**src/rtl/lsu_dmem_ctrl.sv**
```systemverilog
// Load/store initiator between the MEM stage and a word-wide dmem.
// Every dmem access is a whole 32-bit word. Byte extraction, sign/zero extension and
// read-modify-write merging are done here. Accesses that straddle a word boundary are
// split into two word accesses.
module lsu_dmem_ctrl #(
  parameter int unsigned DMEM_DEPTH      = 1024,
  parameter int unsigned DMEM_ADDR_WIDTH = 10
) (
  input  logic                       clk,
  input  logic                       reset_b,
  input  logic                       req_valid,
  output logic                       req_ready,
  input  logic                       req_we,
  input  logic [31:0]                req_addr,
  input  logic [1:0]                 req_size,
  input  logic                       req_unsigned,
  input  logic [31:0]                req_wdata,
  output logic                       resp_valid,
  output logic [31:0]                resp_rdata,
  output logic                       resp_err,
  output logic [DMEM_ADDR_WIDTH-1:0] mem_addr,
  output logic [31:0]                mem_din,
  output logic                       mem_read,
  output logic                       mem_write,
  output logic [1:0]                 mem_size,
  output logic                       mem_notsigned,
  input  logic [31:0]                mem_dout
);

  typedef enum logic [2:0] {IDLE, RD0, RD1, WR0, WR1, DONE} state_t;

  localparam logic [DMEM_ADDR_WIDTH-1:0] LAST_W = DMEM_ADDR_WIDTH'(DMEM_DEPTH - 1);

  state_t                     state_q;
  logic                       we_q, uns_q, span_q;
  logic [1:0]                 size_q, off_q;
  logic [DMEM_ADDR_WIDTH-1:0] w_q, w_next;
  logic [31:0]                wdata_q, word0_q, word1_q;

  logic [DMEM_ADDR_WIDTH-1:0] req_w;
  logic [2:0]                 req_nbytes;
  logic                       req_span;
  logic [63:0]                old64, merged;
  logic [31:0]                ld_data;
  logic                       unused_addr_bits;

  // Shift the addressed bytes down to bit 0, then sign- or zero-extend.
  function automatic logic [31:0] load_ext(input logic [63:0] d64, input logic [1:0] off,
                                           input logic [1:0] size, input logic uns);
    logic [31:0] d;
    d = d64[{off, 3'b000} +: 32];
    case (size)
      2'b00:   load_ext = uns ? {24'b0, d[7:0]}   : {{24{d[7]}}, d[7:0]};
      2'b01:   load_ext = uns ? {16'b0, d[15:0]}  : {{16{d[15]}}, d[15:0]};
      default: load_ext = d;
    endcase
  endfunction

  // Replace the addressed bytes of an 8-byte window with the right-justified store data.
  function automatic logic [63:0] store_merge(input logic [63:0] old, input logic [31:0] wd,
                                              input logic [1:0] off, input logic [1:0] size);
    logic [7:0]  bm;
    logic [31:0] wm;
    logic [63:0] m;
    case (size)
      2'b00:   begin bm = 8'h01; wm = 32'h0000_00FF; end
      2'b01:   begin bm = 8'h03; wm = 32'h0000_FFFF; end
      default: begin bm = 8'h0F; wm = '1;            end
    endcase
    bm = bm << off;
    for (int unsigned i = 0; i < 8; i++) m[i*8 +: 8] = {8{bm[i]}};
    store_merge = (old & ~m) | ({32'b0, wd & wm} << {off, 3'b000});
  endfunction

  assign req_w            = req_addr[DMEM_ADDR_WIDTH+1:2];
  assign req_nbytes       = (req_size == 2'b00) ? 3'd1 : (req_size == 2'b01) ? 3'd2 : 3'd4;
  assign req_span         = ({1'b0, req_addr[1:0]} + req_nbytes) > 3'd4;
  assign w_next           = (w_q == LAST_W) ? '0 : w_q + 1'b1;
  assign mem_size         = 2'b10;
  assign mem_notsigned    = 1'b0;
  assign unused_addr_bits = ^{req_addr[31:DMEM_ADDR_WIDTH+2]};

  // The 64-bit window being worked on: in RD0/RD1 the word arriving from dmem is folded in
  // before it is registered, so extraction and merge results can be loaded into the
  // registered outputs on the same edge.
  always_comb begin
    old64 = {word1_q, word0_q};
    case (state_q)
      RD0:     old64 = {32'b0, mem_dout};
      RD1:     old64 = {mem_dout, word0_q};
      default: ;
    endcase
    merged  = store_merge(old64, wdata_q, off_q, size_q);
    ld_data = load_ext(old64, off_q, size_q, uns_q);
  end

  // Access sequencer with registered request/response and dmem outputs.
  always_ff @(posedge clk or negedge reset_b) begin
    if (!reset_b) begin
      state_q    <= IDLE;
      req_ready  <= 1'b1;
      resp_valid <= 1'b0;
      resp_err   <= 1'b0;
      resp_rdata <= '0;
      mem_read   <= 1'b0;
      mem_write  <= 1'b0;
      mem_addr   <= '0;
      mem_din    <= '0;
      we_q       <= 1'b0;
      uns_q      <= 1'b0;
      span_q     <= 1'b0;
      size_q     <= '0;
      off_q      <= '0;
      w_q        <= '0;
      wdata_q    <= '0;
      word0_q    <= '0;
      word1_q    <= '0;
    end else begin
      case (state_q)
        IDLE: begin
          if (req_valid && req_ready) begin
            we_q      <= req_we;
            uns_q     <= req_unsigned;
            size_q    <= req_size;
            off_q     <= req_addr[1:0];
            w_q       <= req_w;
            wdata_q   <= req_wdata;
            span_q    <= req_span;
            word0_q   <= '0;
            word1_q   <= '0;
            req_ready <= 1'b0;
            if (req_size == 2'b11) begin
              state_q    <= DONE;
              resp_valid <= 1'b1;
              resp_err   <= 1'b1;
              resp_rdata <= '0;
            end else if (req_we && req_size == 2'b10 && req_addr[1:0] == 2'b00) begin
              // Aligned full-word store needs no old data: merge of zeros is wdata itself.
              state_q   <= WR0;
              mem_write <= 1'b1;
              mem_addr  <= req_w;
              mem_din   <= req_wdata;
            end else begin
              state_q  <= RD0;
              mem_read <= 1'b1;
              mem_addr <= req_w;
            end
          end
        end
        RD0: begin
          word0_q <= mem_dout;
          if (span_q) begin
            state_q  <= RD1;
            mem_addr <= w_next;
          end else if (!we_q) begin
            state_q    <= DONE;
            mem_read   <= 1'b0;
            mem_addr   <= '0;
            resp_valid <= 1'b1;
            resp_rdata <= ld_data;
          end else begin
            state_q   <= WR0;
            mem_read  <= 1'b0;
            mem_write <= 1'b1;
            mem_addr  <= w_q;
            mem_din   <= merged[31:0];
          end
        end
        RD1: begin
          word1_q  <= mem_dout;
          mem_read <= 1'b0;
          if (!we_q) begin
            state_q    <= DONE;
            mem_addr   <= '0;
            resp_valid <= 1'b1;
            resp_rdata <= ld_data;
          end else begin
            state_q   <= WR0;
            mem_write <= 1'b1;
            mem_addr  <= w_q;
            mem_din   <= merged[31:0];
          end
        end
        WR0: begin
          if (span_q) begin
            state_q  <= WR1;
            mem_addr <= w_next;
            mem_din  <= merged[63:32];
          end else begin
            state_q    <= DONE;
            mem_write  <= 1'b0;
            mem_addr   <= '0;
            mem_din    <= '0;
            resp_valid <= 1'b1;
            resp_rdata <= '0;
          end
        end
        WR1: begin
          state_q    <= DONE;
          mem_write  <= 1'b0;
          mem_addr   <= '0;
          mem_din    <= '0;
          resp_valid <= 1'b1;
          resp_rdata <= '0;
        end
        DONE: begin
          state_q    <= IDLE;
          resp_valid <= 1'b0;
          resp_err   <= 1'b0;
          resp_rdata <= '0;
          req_ready  <= 1'b1;
        end
        default: state_q <= IDLE;
      endcase
    end
  end

endmodule

```
**config.mk**
```make
export PLATFORM = sky130hd
export DESIGN_NAME = lsu_dmem_ctrl
export DESIGN_NICKNAME = d
export VERILOG_FILES = /design/src/rtl/lsu_dmem_ctrl.sv
export SDC_FILE = /design/constraint.sdc
export NUM_CORES = 1
export LEC_CHECK = 0
export CORE_MARGIN = 2
export CORE_UTILIZATION = 49
export CTS_BUF_LIST = sky130_fd_sc_hd__clkbuf_16
export DETAILED_ROUTE_END_ITERATION = 8
export GPL_TIMING_DRIVEN = 1
export PLACE_DENSITY = 0.88
export SKIP_LAST_GASP = 1
export SLEW_MARGIN = 15
export SYNTH_ARGS = -nofsm -noshare
export SYNTH_HDL_FRONTEND = slang
export SYNTH_SLANG_ARGS = --single-unit
```
**constraint.sdc**
```tcl
create_clock -name clk -period 2.2 [get_ports clk]
set_input_delay 0.44 -clock clk [delete_from_list [all_inputs] [get_ports clk]]
set_output_delay 0.44 -clock clk [all_outputs]
set_load 0.01 [all_outputs]
```
After elaboration in Yosys (flattened, before gate mapping)

Index checks and enable logic that the tools add are counted.

Bitwise operators: 4
Equal/unequal tests: 17
Shifts and indexed selects: 3
Mux-type cells: 58
Magnitude comparators: 1
$add $sub $neg: 2
Reductions and logical operators: 26

Operator list:

| cell                                                             | number |
|---|---|
| 32-bit two-way mux                                               | 14 |
| 32-bit case mux with 5 select lines                              | 2 |
| 32-bit case mux with 2 select lines                              | 4 |
| 64-bit case mux with 2 select lines                              | 1 |
| 64-bit bitwise AND                                               | 1 |
| 64-bit NOT                                                       | 1 |
| 64-bit bitwise OR                                                | 1 |
| 64-bit by 6-bit variable part select with 32-bit output          | 1 |
| 32-bit by 5-bit << shifter with 64-bit output                    | 1 |
| 10-bit two-way mux                                               | 6 |
| 10-bit case mux with 5 select lines                              | 1 |
| 32-bit bitwise AND                                               | 1 |
| 5-bit AND reduction                                              | 4 |
| 3-bit two-way mux                                                | 6 |
| 1-bit two-way mux                                                | 16 |
| 3-bit case mux with 5 select lines                               | 1 |
| 2-bit != test (second input constant)                            | 7 |
| 10-bit by 1-bit adder with 10-bit output (second input constant) | 1 |
| 10-bit == test (second input constant)                           | 1 |
| 5-bit nonzero test                                               | 2 |
| 4-bit case mux with 2 select lines                               | 1 |
| 2-bit AND reduction                                              | 4 |
| 8-bit by 2-bit << shifter with 8-bit output                      | 1 |
| 3-bit by 2-bit == test with 1-bit output (second input constant) | 2 |
| 20 further kinds                                                 | 31 |

Register bits after elaboration: 195
Logic and storage cells: 129

Longest topological paths before layout

Depth after elaboration: 9
Mapped depth: 9
Mapped depth without buffers: 7

Worst setup path after synthesis

Ideal clock, no wire load.

Kind: flip-flop to flip-flop
Start: register state_q[2]
End: register resp_rdata[12]
Arrival time: 2057 ps
Required time: 2135 ps
Stages on the path, launching flop included: 9
Path buffers: 3
Clock period less this slack: 2122 ps
Slack: 78 ps
Cell sequence: dfrtp_1 > buf_6 > or3b_4 > buf_6 > buf_12 > mux2i_4 > mux4_1 > nor2_1 > a211o_1

Longest elaborated chain between the ends: 8
Elaborated cells between the ends (all ways): 21
Classes of those cells: 9 x eq/ne; 1 x shift; 7 x mux; 4 x reduce/logical

RTL lines:

| element                                                                                                     | line     | source |
|---|---|---|
| start, declared                                                                                             | 34       | `state_t state_q;` |
| start signal, assigned                                                                                      | 100      | `state_q <= IDLE;` |
| start signal, assigned                                                                                      | 133      | `state_q <= DONE;` |
| start signal, assigned                                                                                      | 139      | `state_q <= WR0;` |
| 3-bit by 2-bit == test with 1-bit output / 3-bit by 1-bit == test with 1-bit output (equally long branches) | 88, 119  |  |
| 64-bit case mux with 2 select lines                                                                         | 88       | `case (state_q)` |
| 64-bit by 6-bit variable part select with 32-bit output                                                     | 51       | `d = d64[{off, 3'b000} +: 32];` |
| 32-bit two-way mux, on equally long branches                                                                | 54, 53   |  |
| 32-bit case mux with 2 select lines                                                                         | 52       | `case (size)` |
| 32-bit two-way mux                                                                                          | 155, 172 |  |
| 32-bit two-way mux                                                                                          | 152      | `if (span_q) begin` |
| 32-bit case mux with 5 select lines                                                                         | 119      | `case (state_q)` |
| end signal, assigned                                                                                        | 160      | `resp_rdata <= ld_data;` |
| end signal, assigned                                                                                        | 176      | `resp_rdata <= ld_data;` |
| end, declared                                                                                               | 19       | `output logic [31:0] resp_rdata,` |

Several ways; a longest one is shown, not always the timed one. The select of a mux whose other input is x is not followed.
A chain may end at the register's enable or synchronous reset.

Final worst setup path

Start: register state_q[0]
End: register mem_din[7]

Longest elaborated chain between the ends: 7
Elaborated cells between the ends (all ways): 18
Classes of those cells: 8 x eq/ne; 5 x mux; 2 x bitwise; 3 x reduce/logical

RTL lines:

| element                                                                                                     | line     | source |
|---|---|---|
| 3-bit by 2-bit == test with 1-bit output / 3-bit by 1-bit == test with 1-bit output (equally long branches) | 88, 119  |  |
| 64-bit case mux with 2 select lines                                                                         | 88       |  |
| 64-bit bitwise AND                                                                                          | 72       | `store_merge = (old & ~m) \| ({32'b0, wd & wm} << {off, 3'b000});` |
| 64-bit bitwise OR                                                                                           | 72       |  |
| 32-bit two-way mux                                                                                          | 155, 172 |  |
| 32-bit two-way mux                                                                                          | 152      |  |
| 32-bit case mux with 5 select lines                                                                         | 119      |  |
| end signal, assigned                                                                                        | 166      | `mem_din <= merged[31:0];` |
| end signal, assigned                                                                                        | 181      | `mem_din <= merged[31:0];` |
| end signal, assigned                                                                                        | 188      | `mem_din <= merged[63:32];` |
| end, declared                                                                                               | 22       | `output logic [31:0] mem_din,` |

Several ways; a longest one is shown, not always the timed one. The select of a mux whose other input is x is not followed.

==> metrics.yaml <==
drv_cap: 0
p_sw_frac: 0.252
pre_cts_slack_ns: -0.216
antenna_found_initial: 0
cts-root-buf: "clkbuf_16"
worstMarginPinSlew_ns: 0.696
irDropWorstVdd_v: 0.000504
yosysSeqAreaShare: 0.429
gr-total-overflow: 0
clock-skew-final_ns: 0.0120
power_frac_clock: 0.428
dp_hpwl_um: 30500
htreeDepth: 4
start_util: 0.501
fill_cells: 1585
crit_path_start: "state_q[0]"
seq_area_um2: 4890
synthArstFlopShare: 1.00
period_share: 1.09
internal_power_mw: 5.64
syn_area_um2: 11400
hold_viol: 0
die-area_um2: 24400
switching_power_mw: 1.90
ant_nets: 0
chipHeight_um: 156
min_period_ns: 2.40
drt-total-wl_um: 45500
rsz0062_at_grt: "true"
crit_path_start_kind: "flip-flop"
crit_path_end_kind: "flip-flop"
arrival_ns: 2.73
grt_pass1_wl_um: 66700
fin_ws_ns: -0.197
hold_class: "reg2reg"
final_area_um2: 16100
grt_pass1_vias: 11700
clk_pin_slew_ns: 0.07
relSlewSlack: 0.536
clk_latency_ns: 0.45
critical_path_required_ns: 2.53
io_pins: 185
synth-main-ff-cell: "dfrtp_1"
first_pass_iters: 6
ctsLongestPathBuffers: 2
synth_area_leaders: "dfrtp_1, nand2_1, o21ai_0"
synth_top_cell_by_area: "dfrtp_1"
yosysMostFrequentCell: "nand2_1"
numCtsBuffers: 17
ys_types: 82
yosys_warnings: 0
num_antenna_cells: 0
place_area_um2: 14600
reg2reg_to: "mem_din[7]"
p_leak_nw: 6.82
vias: 12200
route.detailed.drc: 0
setup_viol_count_final: 40
grt.total_usage: 0.359
die_w_um: 156
vias_per_cell: 6.60
port-buffer-count: 161
final_net_count: 1660
drtIter0Drc: 1769
fmax_mhz: 417
r2r-start: "state_q[0]"
r2r_setup_slack_ns: -0.20
grt_max_degree: 69
critPathMaxFanout: 8
ys_ff_latch: 195
synth_top_area_frac: 0.427
endpoint: "mem_din[7]"
avgSynthCellArea_um2: 9.04
drv_slew: 0
r2r_cells: 8
multi_input_area_um2: 6430
cts_sinks: 195
synthCells: 1257
areaGrowthSynthToFinish_pct: 41.8
synth_enable_flop_cells: 0
synth_commonest_cells: "nand2_1, dfrtp_1, nor2_1, o21ai_0, clkbuf_1"
routabilityCongestion: 0.999
fin_setup_tns_ns: -2.87
whs_path_depth: 1
total_power_mw: 7.55
combPwrFrac: 0.089
crit_type: "reg2reg"
status: "finished, violations left"
seqPwrFrac: 0.483
rows: 55
wire_per_inst_um: 24.6
cts_tree: "yes"
layout-drive-gt1-share: 0.243
pwr_density_cell_nw_per_um2: 468
violations: "negative setup slack"
core_um2: 22700
[state kept, by name, summed over array words and instances (netlist names), 2 cells and up]
register and count:
wdata_q 32, resp_rdata 32, word1_q 32, mem_addr 10
mem_din 32, off_q 2, word0_q 32, state_q 3
size_q 2, w_q 10
[critical path: stages (launching register included)]
cell and delay (ns):
dfrtp_1 0.38, buf_6 0.12, or3b_4 0.50, clkbuf_16 0.24
mux2i_1 0.48, a211oi_1 0.18, buf_4 0.18, a21oi_1 0.11
a31oi_1 0.09
[layout make-up]
cell class	instances	area share
clock buffer	17	0.0264
clock inverter	15	0.00954
inverter	25	0.00582
multi-input combinational	929	0.399
sequential	195	0.303
tap	285	0.0221
timing repair buffer	386	0.234
[stage by stage]
step,hold WS (ns),util,std cells
final,0.487,0.710,1852
after detailed placement,0.447,0.642,1789
after CTS,0.491,0.684,1831
after global placement,0.439,0.642,1789
after global routing,0.509,0.710,1852
after floorplan,0.144,-,1258
[worst min-delay path by stage]
stage	from	endpoint	slack, ns
6_report	resp_rdata[9]	resp_rdata[9]	0.49
3_5_place_dp	reset_b	mem_addr[0]	0.45
5_1_grt	resp_rdata[12]	resp_rdata[12]	0.51
2_1_floorplan	reset_b	mem_addr[0]	0.14
4_1_cts	resp_rdata[8]	resp_rdata[8]	0.49
3_3_place_gp	reset_b	mem_addr[0]	0.44
[repair_timing]
item	4_1_cts	5_1_grt
pin swaps	18	25
hold buffers	1	0
resized for setup	54	94
gates cloned	3	1
setup buffers	15	30
endpoints found under the hold margin	50	0
endpoints found under the setup margin	43	64
[kinds of logic (layout without fill, tap and decap cells)]
| kind of cell | Yosys count | after routing | share of synthesized area |
|---|---|---|---|
| fa+ha+maj | 3 | 3 | 0.00396 |
| xor+xnor | 3 | 3 | 0.00231 |
| compound gates | 365 | 365 | 0.225 |
| flops | 195 | 195 | 0.429 |
| simple gates | 474 | 475 | 0.181 |
| mux | 80 | 80 | 0.103 |
| buf+inv | 135 | 443 | 0.0546 |
| other cells | 2 | 3 | 0.000661 |
[power by group through the flow]
stage               clock network (mW)  registers [mW]  logic [mW]
floorplan                            0            3.72       0.147
global placement                     0            3.71       0.586
detailed placement                   0            3.71       0.598
CTS                               3.20            3.64       0.621
global route                      3.36            3.65       0.709
finish                            3.23            3.65       0.671
[layout by cell type (no fill, tap or decap), drive strengths merged, types with 29 or more instances in the layout]
cell / count
buf: 223
clkdlybuf4s50: 160
o21ai: 106
a21oi: 47
dfrtp: 194
nor2: 124
a31oi: 29
mux2i: 54
inv: 29
nand2: 256
[routing by layer]
metal  global-route usage  part of all wire  vias to the layer above
met2                0.554              0.45                      964
met3               0.0861              0.12                      237
li1                     -                 -                     5158
met1                0.465              0.37                     5872
met5                    0                 0                        -
met4                0.202             0.062                        0
(Power assumes the default switching activity.)
==> patch (same settings) <==
Reset style: synchronous (`reset_b`), changed in one clocked block.
--- a/src/rtl/lsu_dmem_ctrl.sv
+++ b/src/rtl/lsu_dmem_ctrl.sv
@@ -95,7 +95,7 @@
   end
 
   // Access sequencer with registered request/response and dmem outputs.
-  always_ff @(posedge clk or negedge reset_b) begin
+  always_ff @(posedge clk) begin
     if (!reset_b) begin
       state_q    <= IDLE;
       req_ready  <= 1'b1;
Check against the original RTL: differs if reset_b is asserted again (counterexample within 4 cycles, from zero or initial values and one cycle with reset_b low); with reset_b held inactive, the same outputs for 4 cycles.
==> patch against the unedited design <==
The run still ends with negative setup slack left. Area after synthesis shrank 7.5%. Fmax grew 7.7%. Final area shrank 9.0%. Worst setup slack gained 0.17 ns. Highest routed layer unchanged. Non-clock buffer count shrank 6. Routed wire length shrank 6.8%. Worst hold slack lost 0.031 ns. Sequential cell count is the same. Critical endpoint is now mem_din[17].
Power is not compared: it rests on default switching activity, and its combinational part moved more than twofold at a synthesized area within 25%.
==> patch: results (changes against the unedited design) <==
nonclk buf count: 380 (was 386)
row count: 53 (was 55)
RR Startpoint: state_q[1] (was state_q[0])
Setup Skew: 0.0103 ns (was 0.0120 ns)
setup violators final: 2 (was 40)
Post-synth ARST share: 0 (was 1.00)
Synth area leaders: dfxtp_1 (37%), a21oi_1 (6.6%), nand2_1 (6.2%), o21ai_0 (3.4%), mux4_2 (3.4%) (was dfrtp_1 (43%), nand2_1 (8.5%), o21ai_0 (4.6%), nor2_1 (4.0%), mux2i_1 (4.0%))
failing checks: negative setup slack (unchanged)
Multi-input gate area: 6200 um2 (was 6430 um2)
Cell Count, Final, Fillers Out: 1845 (was 1852)
Post-Place Worst Slack: -0.257 ns (was -0.216 ns)
buffer share of cell area: 0.244 (was 0.234)
delay-heaviest family, CP: compound AO/OA/AOI/OAI gates (was buffers and inverters)
worst setup margin: -0.0258 ns (was -0.197 ns)
WHS Endpoint: resp_valid (was resp_rdata[9])
vias in the first global route: 11200 (was 11700)
cts hold-fix bufs: 0 (was 1)
#MultiIn Comb: 954 (was 929)
status: complete, but fails checks (unchanged)
dpl cells: 1810 (was 1789)
Total GRT Usage: 0.368 (was 0.359)
CP max-delay cell: a222oi_1 (was or3b_4)
setup TNS: -0.0312 ns (was -2.87 ns)
Synth Area in XOR/XNOR: 0.00571 (was 0.00231)
Yosys cell types: 79 (was 82)
RePlAce Congestion: 1.00 (was 0.999)
patch: power groups by stage:
stage | clock [mW] | combinational [mW] | sequential [mW]
finish | 3.27 | 5.09 | 4.39
global route | 3.42 | 5.36 | 4.43
CTS | 3.27 | 4.85 | 4.36
detailed placement | 0 | 4.78 | 4.43
global placement | 0 | 4.70 | 4.42
floorplan | 0 | 2.30 | 4.44
patch: worst max-delay path by stage:
stage / start / to / slack [ns] / depth (start not counted)
after floorplan: state_q[1] / resp_rdata[20] / 0.21 / 7
after global placement: mem_dout[23] / resp_rdata[30] / -0.20 / 6
after detailed placement: req_size[0] / mem_din[16] / -0.26 / 7
after CTS: state_q[1] / mem_din[17] / -0.007 / 7
after global routing: state_q[1] / resp_rdata[23] / -0.07 / 7
final: state_q[1] / mem_din[17] / -0.03 / 7
patch: routing by layer:
layer	vias to the layer above	track usage	share of wire
met1	5671	0.467	0.38
met4	0	0.203	0.054
met3	158	0.0721	0.10
met2	787	0.589	0.46
met5	-	0	0
li1	5306	-	-
